`src/rtl/m_uart_master.sv`:
```
// ---------------------------------------------------------------------------
// m_uart_master -- UART transmitter with a one-entry holding register.
//
// Serializes a WORD-bit parallel word onto TXD as: start bit (0), WORD data
// bits (MSB or LSB first), optional even/odd parity bit, STOP_BITS stop bits
// (1). Each line bit lasts CLK_FREQ/BAUD_RATE clocks. A word may be queued
// in the holding register while a frame is in flight. When it is, the next
// frame starts right after the last stop bit, with no idle bit in between.
//
// Ports:
//   clk     in   system clock
//   reset   in   synchronous, active-high reset
//   data_i  in   [WORD-1:0] word to send, sampled when send && ready
//   send    in   request strobe
//   TXD     out  serial line, idles high
//   ready   out  holding register empty (a send is accepted this cycle)
//   busy    out  frame in progress (state != IDLE)
//   state   out  [2:0] IDLE=0, START=1, DATA=2, PARITY=3, STOP=4
//   done    out  one-cycle pulse during the final clock of each frame
//   error   out  sticky overflow / illegal-state flag
// ---------------------------------------------------------------------------
module m_uart_master #(
    parameter int WORD      = 8,
    parameter int BAUD_RATE = 115200,
    parameter int CLK_FREQ  = 16_000_000,
    parameter int DIV_BOC   = 12,
    parameter int MSB_FIRST = 1,
    parameter int PARITY    = 0,
    parameter int STOP_BITS = 1
) (
    input  logic            clk,
    input  logic            reset,
    input  logic [WORD-1:0] data_i,
    input  logic            send,
    output logic            TXD,
    output logic            ready,
    output logic            busy,
    output logic [2:0]      state,
    output logic            done,
    output logic            error
);

    localparam int DIVISOR = CLK_FREQ / BAUD_RATE;
    localparam int BIT_W   = $clog2(WORD + 2);

    localparam logic [DIV_BOC-1:0] DIV_LAST  = DIV_BOC'(DIVISOR - 1);
    localparam logic [BIT_W-1:0]   WORD_LAST = BIT_W'(WORD - 1);
    localparam logic [BIT_W-1:0]   STOP_LAST = BIT_W'(STOP_BITS - 1);

    typedef enum logic [2:0] {
        ST_IDLE   = 3'd0,
        ST_START  = 3'd1,
        ST_DATA   = 3'd2,
        ST_PARITY = 3'd3,
        ST_STOP   = 3'd4
    } state_t;

    // Parity bit for a frame: XOR of data (even) or its inverse (odd).
    function automatic logic f_parity(input logic [WORD-1:0] d);
        if (PARITY == 2) begin
            return ~(^d);
        end else begin
            return ^d;
        end
    endfunction

    // Next data bit to put on the line, in the configured bit order.
    function automatic logic f_out_bit(input logic [WORD-1:0] sh);
        if (MSB_FIRST != 0) begin
            return sh[WORD-1];
        end else begin
            return sh[0];
        end
    endfunction

    // Shift register after one data bit has been consumed.
    function automatic logic [WORD-1:0] f_advance(input logic [WORD-1:0] sh);
        if (MSB_FIRST != 0) begin
            return {sh[WORD-2:0], 1'b0};
        end else begin
            return {1'b0, sh[WORD-1:1]};
        end
    endfunction

    state_t              state_r, state_s;
    logic [DIV_BOC-1:0]  div_r, div_s;
    logic [BIT_W-1:0]    bit_r, bit_s;
    logic [WORD-1:0]     shift_r, shift_s;
    logic                parity_r, parity_s;
    logic [WORD-1:0]     hold_r, hold_s;
    logic                hold_valid_r, hold_valid_s;
    logic                txd_r, txd_s;
    logic                ready_r, ready_s;
    logic                busy_r, busy_s;
    logic                done_r, done_s;
    logic                error_r, error_s;
    logic                load_s;
    logic                bit_end_s;

    // Next-state, datapath and output computation for the transmit FSM.
    always_comb begin
        state_s      = state_r;
        div_s        = div_r;
        bit_s        = bit_r;
        shift_s      = shift_r;
        parity_s     = parity_r;
        hold_s       = hold_r;
        hold_valid_s = hold_valid_r;
        txd_s        = txd_r;
        error_s      = error_r;
        load_s       = 1'b0;
        bit_end_s    = (div_r == DIV_LAST);

        case (state_r)
            ST_IDLE: begin
                txd_s = 1'b1;
                if (hold_valid_r) begin
                    load_s = 1'b1;
                end else begin
                    div_s = '0;
                end
            end
            ST_START: begin
                if (bit_end_s) begin
                    state_s = ST_DATA;
                    div_s   = '0;
                    bit_s   = '0;
                    txd_s   = f_out_bit(shift_r);
                    shift_s = f_advance(shift_r);
                end else begin
                    div_s = div_r + DIV_BOC'(1);
                end
            end
            ST_DATA: begin
                if (bit_end_s) begin
                    div_s = '0;
                    if (bit_r == WORD_LAST) begin
                        bit_s = '0;
                        if (PARITY != 0) begin
                            state_s = ST_PARITY;
                            txd_s   = parity_r;
                        end else begin
                            state_s = ST_STOP;
                            txd_s   = 1'b1;
                        end
                    end else begin
                        bit_s   = bit_r + BIT_W'(1);
                        txd_s   = f_out_bit(shift_r);
                        shift_s = f_advance(shift_r);
                    end
                end else begin
                    div_s = div_r + DIV_BOC'(1);
                end
            end
            ST_PARITY: begin
                if (bit_end_s) begin
                    state_s = ST_STOP;
                    div_s   = '0;
                    bit_s   = '0;
                    txd_s   = 1'b1;
                end else begin
                    div_s = div_r + DIV_BOC'(1);
                end
            end
            ST_STOP: begin
                txd_s = 1'b1;
                if (bit_end_s) begin
                    div_s = '0;
                    // bit_r counts stop bits here
                    if (bit_r == STOP_LAST) begin
                        if (hold_valid_r) begin
                            load_s = 1'b1;
                        end else begin
                            state_s = ST_IDLE;
                            bit_s   = '0;
                        end
                    end else begin
                        bit_s = bit_r + BIT_W'(1);
                    end
                end else begin
                    div_s = div_r + DIV_BOC'(1);
                end
            end
            default: begin
                state_s = ST_IDLE;
                div_s   = '0;
                bit_s   = '0;
                txd_s   = 1'b1;
                error_s = 1'b1;
            end
        endcase

        // Move the holding register into the shifter and begin a start bit.
        if (load_s) begin
            state_s      = ST_START;
            div_s        = '0;
            bit_s        = '0;
            shift_s      = hold_r;
            parity_s     = f_parity(hold_r);
            txd_s        = 1'b0;
            hold_valid_s = 1'b0;
        end else begin
            parity_s = parity_r;
        end

        // Acceptance uses the registered ready. A send while ready is low
        // is an overflow even if the holding register drains on this edge.
        if (send) begin
            if (ready_r) begin
                hold_s       = data_i;
                hold_valid_s = 1'b1;
            end else begin
                error_s = 1'b1;
            end
        end else begin
            hold_s = hold_r;
        end

        ready_s = ~hold_valid_s;
        busy_s  = (state_s != ST_IDLE);
        // Flag the cycle that will be the last clock of the final stop bit.
        done_s  = (state_s == ST_STOP) && (div_s == DIV_LAST) &&
                  (bit_s == STOP_LAST);
    end

    // State and output registers with synchronous reset.
    always_ff @(posedge clk) begin
        if (reset) begin
            state_r      <= ST_IDLE;
            div_r        <= '0;
            bit_r        <= '0;
            shift_r      <= '0;
            parity_r     <= 1'b0;
            hold_r       <= '0;
            hold_valid_r <= 1'b0;
            txd_r        <= 1'b1;
            ready_r      <= 1'b1;
            busy_r       <= 1'b0;
            done_r       <= 1'b0;
            error_r      <= 1'b0;
        end else begin
            state_r      <= state_s;
            div_r        <= div_s;
            bit_r        <= bit_s;
            shift_r      <= shift_s;
            parity_r     <= parity_s;
            hold_r       <= hold_s;
            hold_valid_r <= hold_valid_s;
            txd_r        <= txd_s;
            ready_r      <= ready_s;
            busy_r       <= busy_s;
            done_r       <= done_s;
            error_r      <= error_s;
        end
    end

    assign TXD   = txd_r;
    assign ready = ready_r;
    assign busy  = busy_r;
    assign state = state_r;
    assign done  = done_r;
    assign error = error_r;

endmodule

```
`config.mk`:
```
export PLATFORM = sky130hd
export DESIGN_NAME = m_uart_master
export DESIGN_NICKNAME = d
export VERILOG_FILES = /design/src/rtl/m_uart_master.sv
export SDC_FILE = /design/constraint.sdc
export NUM_CORES = 1
export LEC_CHECK = 0
export CAP_MARGIN = 15
export CELL_PAD_IN_SITES_DETAIL_PLACEMENT = 2
export CELL_PAD_IN_SITES_GLOBAL_PLACEMENT = 2
export CORE_AREA = 2 2 91 93
export CTS_CLUSTER_DIAMETER = 150
export CTS_CLUSTER_SIZE = 10
export DETAILED_ROUTE_END_ITERATION = 7
export DIE_AREA = 0 0 93 95
export GPL_TIMING_DRIVEN = 0
export MAX_ROUTING_LAYER = met4
export PLACE_DENSITY_LB_ADDON = 0.2
export RECOVER_POWER = 100
export SLEW_MARGIN = 40
export SYNTH_ARGS = -nofsm -noshare
export SYNTH_HDL_FRONTEND = slang
export SYNTH_SLANG_ARGS = --single-unit
```
`constraint.sdc`:
```
create_clock -name clk -period 2.4 [get_ports clk]
set_input_delay 0.24 -clock clk [delete_from_list [all_inputs] [get_ports clk]]
set_output_delay 0.24 -clock clk [all_outputs]
set_load 0.05 [all_outputs]
```
; Yosys cells after proc, flatten, opt, wreduce, memory -nomap -nowiden
; Index checks and enable logic that the tools add are counted.
[classes]
n_bitwise = 1
n_mux = 42
n_eq_ne = 12
add_sub_neg = 2
n_reduce_logical = 13
[op_table]
columns = operator, count
row1 = $mux 12, 3
row2 = $mux 8, 4
row3 = $mux 4, 7
row4 = $eq 12x8->1 const B, 2
row5 = $mux 3, 8
row6 = $pmux 12 s2, 1
row7 = $pmux 4 s4, 1
row8 = $pmux 8 s2, 1
row9 = $pmux 3 s5, 1
row10 = $mux 1, 14
row11 = $add 12x1->12 const B, 1
row12 = $ne 3x3->1 const B, 4
row13 = $logic_not 4->1, 2
row14 = $eq 3x2->1 const B, 2
row15 = $eq 3x3->1 const B, 2
row16 = $reduce_bool 3->1, 2
row17 = $reduce_or 5->1, 1
row18 = $add 4x1->4 const B, 1
row19 = $eq 4x3->1 const B, 1
row20 = $reduce_and 4->1, 1
row21 = $reduce_or 4->1, 1
row22 = $eq 3x1->1 const B, 1
row23 = $logic_not 3->1, 1
row24 = $pmux 1 s3, 1
row25 = 6 further kinds, 7
[word_totals]
ff_bits = 41

; Depth between registers and ports, before layout
[logic_depth]
word_depth = 8
depth_mapped = 10
depth_no_buf = 8

; Worst setup path before layout
; No wires, ideal clock.
[synth_path]
kind = register to register
startpoint = register div_r[0]
endpoint = register shift_r[6]
required_time_ns = 2.261
period_less_slack_ns = 2.235
stages_incl_launch_ff = 9
path_slack_ns = 0.165
path_buffers = 2
arrival_time_ns = 2.096
cell_sequence = dfxtp_1 > ha_1 > or4bb_1 > nor3_4 > buf_6 > nand3_1 > buf_2 > a221oi_1 > a311oi_1
[synth_via]
elab_chain_cells = 5
elab_cells_between_ends = 9
cone_classes = eq/ne: 4 / mux: 3 / reduce/logical: 2
[synth_rtl]
columns = item, line
row1 = start: declaration, 86  ; logic [DIV_BOC-1:0] div_r, div_s;
row2 = start signal: assignment, 243  ; div_r <= div_s;
row3 = $eq 12x8->1 *, 112  ; bit_end_s = (div_r == DIV_LAST);
row4 = $mux 1, 167  ; if (bit_end_s) begin
row5 = $pmux 1 s2, 114  ; case (state_r)
row6 = $ne 3x3->1 (no source line) or $reduce_bool 3->1 (tied branches), -
row7 = $reduce_and 4->1 (no source line), -
row8 = end signal: assignment, 245  ; shift_r <= shift_s;
row9 = end: declaration, 88  ; logic [WORD-1:0] shift_r, shift_s;
; Every way passes the cells marked *; elsewhere a longest branch is shown, timed or not.
; A chain may end at the register's enable or synchronous reset.

; Final worst setup path
[layout_path]
startpoint = register div_r[1]
endpoint = register shift_r[7]
; Same word-level chain as after synthesis.

==> metrics.txt <==
HP Class primary input to register; DRT antenna net count 0; fin. max-slew vios 0; setup repair after global routing missed its margin yes; vias in the first global route 2,529; Slew HR 54.58%; first-pass GRT wire length 13.78 mm; CTS tree built; Cells after Synth 300; wl on met1 4.231 mm; leakage 1.082 nW; H-Tree Depth 2; Final Hold Vio Count 0; r2r startpoint div_r[1]$_SDFF_PP0_; Die W 93 um; Total Routing Usage GR 20.72%; layout cells sized above 1 21.83%; syn_nets 316; ys async rst share 0%; port bufs 17; via count 2,436; met3 routed WL 179 um; DRT Pass-1 Iters 4; DR iter-0 viols 136; hold depth 3; drc violations 0; total internal power 1.157 mW; slack of the critical path -0.002996 ns; Worst Path Required 2.56 ns; WP data arrival 2.57 ns; Critical Path End Type register; syn_area_per_cell 7.874 um2; result of the run finished with violations; Worst Hold Path EP hold_r[0]$_SDFFE_PP0P_; Area growth, synth to finish 31.78%; DRT Wirelength 8.638 mm; pre-CTS setup slack -0.6183 ns; die area 8835 um2; WS Path Type register to register; Layout Nets 354; Final GP Congestion 0.8277; Core Region 7928 um2; TritonCTS Sinks 41; Psw 0.4628 mW; sequential area share after synthesis 34.75%; worst-path fanout max 10; Netlist Area Pre-Place 2362 um2; clk slew on worst S/H paths 0.09 ns; CTS root buf clkbuf_8; met2 WL 4.100 mm; yosys warns 0; failing checks negative setup slack; Clock Tree Buf Depth 2; sw frac 28.56%; period utilization 100.1%; synth unique cells 57; MaxCap Viol Count 0; placed cell count 422; I/O pin cnt 19; Worst Reg-to-Reg Cells 10; DP HPWL 5.930 mm; Final Critical Period 2.403 ns; register share of total power 45.0%; Synth Flop Type dfxtp_1; FF-to-FF setup slack -0.003 ns; Setup-failing EPs final 1; Clock power frac 37.2%; largest net degree at the start of global routing 14; worst-skew pair later-pin latency 0.30 ns; Initial Util 29.80%; worst hold path startpoint send; pwr/cell area 520.5 nW/um2; most frequent cells in the layout dfxtp_1 (36), nor2_1 (34), nand2_1 (26); die span in y 95 um; slew at the pin closest to its max-slew limit 0.6776 ns; #FFs+latches synth 41; CTS buffer count 5; row cnt 33; drt wl/cell 19.45 um; Final Non-Filler Cells 444; Antenna Cells 0; combinational share of power 17.7%; reg2reg end shift_r[7]$_SDFFE_PP0P_; most common cell after layout, fill and taps aside dfxtp_1; vias per std cell 5.486; Max Fclk 0.4161 GHz; initial antenna violation count 0; number of flops mapped to enable cells by yosys 0; Max IR drop VDD 0.2444 mV; crit path launch type register; Final Skew 0.006156 ns; gr ovfl total 0; Highest Signal Layer met4
-- Yosys cell counts (2+ instances only) --
| cell | number | area share (%) |
|---|---|---|
| dfxtp_1 | 41 | 35 |
| nor2_1 | 34 | 5.4 |
| a21oi_1 | 26 | 5.5 |
| nand2_1 | 26 | 4.1 |
| nand3_1 | 17 | 3.6 |
| clkbuf_1 | 14 | 2.2 |
| inv_1 | 14 | 2.2 |
| a221oi_1 | 9 | 3.3 |
| o21ai_0 | 9 | 1.9 |
| a311oi_1 | 8 | 3.0 |
| nor3_1 | 7 | 1.5 |
| nand3b_1 | 6 | 1.9 |
| nand4_1 | 6 | 1.6 |
| buf_2 | 5 | 1.1 |
| ha_1 | 5 | 2.6 |
| a21o_1 | 4 | 1.3 |
| a31oi_1 | 4 | 1.1 |
| o22ai_1 | 4 | 1.1 |
| a2111oi_0 | 3 | 1.1 |
| a211oi_1 | 3 | 0.95 |
| and2_1 | 3 | 0.79 |
| and4_1 | 3 | 1.1 |
| buf_6 | 3 | 1.4 |
| or2_2 | 3 | 0.79 |
| or3_1 | 3 | 0.79 |
| and3_1 | 2 | 0.53 |
| nand2b_1 | 2 | 0.53 |
| nor2b_1 | 2 | 0.53 |
| nor3b_1 | 2 | 0.64 |
| nor4bb_1 | 2 | 0.85 |
| o31ai_1 | 2 | 0.64 |
| or3b_2 | 2 | 0.74 |
| xnor2_1 | 2 | 0.74 |
-- flip-flops by register name, summed over array words and instances (netlist names), 3 cells and up --
signal   count
div_r       12
hold_r       8
shift_r      8
bit_r        4
state        3
-- how the worst max path moves through the flow --
stage | startpoint | to | cells after the start
final | div_r[1]$_SDFF_PP0_ | shift_r[7]$_SDFFE_PP0P_ | 10
after global routing | div_r[1]$_SDFF_PP0_ | shift_r[7]$_SDFFE_PP0P_ | 10
after CTS | div_r[2]$_SDFF_PP0_ | done$_SDFF_PP0_ | 9
after detailed placement | div_r[0]$_SDFF_PP0_ | bit_r[1]$_SDFF_PP0_ | 8
after global placement | div_r[0]$_SDFF_PP0_ | state[2]$_SDFF_PP0_ | 8
after floorplan | div_r[0]$_SDFF_PP0_ | shift_r[6]$_SDFFE_PP0P_ | 8
-- worst max-delay path: stages (launching register included) --
cell	delay, ns
dfxtp_4	0.38
inv_4	0.06
ha_4	0.13
or4bb_4	0.51
nor3_4	0.24
buf_6	0.17
buf_4	0.13
nand3_4	0.10
buf_6	0.18
a221oi_1	0.28
a311oi_1	0.09
-- layout make-up --
| class | count | area (um2) |
|---|---|---|
| fillers | 920 | 4815 |
| multi-input cells | 222 | 1545 |
| flip-flops and latches | 41 | 832.0 |
| repair buffers | 34 | 301.5 |
| well taps | 105 | 131.4 |
| plain buffers | 20 | 127.6 |
| clock buffers | 6 | 82.58 |
| inverters | 14 | 55.05 |
| clock inverters | 2 | 37.54 |
-- through the flow --
stage                TNS (ns)  hold WS [ns]  power, mW  area (um2)  utilization [%]
finish              -0.002996        0.3807      1.620        3113            39.27
global route          -0.2395        0.4108      1.702        3113            39.27
CTS                         0        0.3769      1.625        2944            37.14
detailed placement     -10.37        0.4583      1.002        2669            33.66
global placement       -8.405        0.4489     0.9963        2664            33.60
floorplan                   0        0.3447     0.9070        2362                -
-- power by group through the flow --
stage	combinational (mW)	clock, mW	sequential, mW
final	0.287	0.603	0.730
after global routing	0.316	0.652	0.734
after CTS	0.273	0.621	0.732
after detailed placement	0.255	0	0.747
after global placement	0.250	0	0.746
after floorplan	0.139	0	0.768
-- routing by layer --
layer	global-route usage [%]	vias up
met5	-	-
met4	5.637	0
met3	2.953	10
met2	32.61	25
met1	27.94	1217
li1	-	1184
-- logic make-up (layout without fill, tap and decap cells) --
kind of cell             Yosys count  after routing  share of synthesized area [%]
XOR/XNOR                           2              2                         0.7417
flip-flops                        41             41                          34.75
AND/OR/NAND/NOR                  129            129                          29.40
multiplexers                       1              1                         0.4237
buffers and inverters             37             76                          7.097
AO/OA/AOI/OAI                     85             85                          24.95
adder cells (fa/ha/maj)            5              5                          2.648
-- what timing repair did --
| item | in CTS | in global routing |
|---|---|---|
| pin swaps | 4 | 9 |
| cloned | 0 | 0 |
| buffers inserted | 5 | 12 |
| hold endpoints to repair | 0 | 0 |
| endpoints found under the setup margin | 28 | 20 |
| hold buffers | 0 | 0 |
| gates resized for setup | 29 | 20 |
No activity file was read; power rests on OpenSTA's default activity.
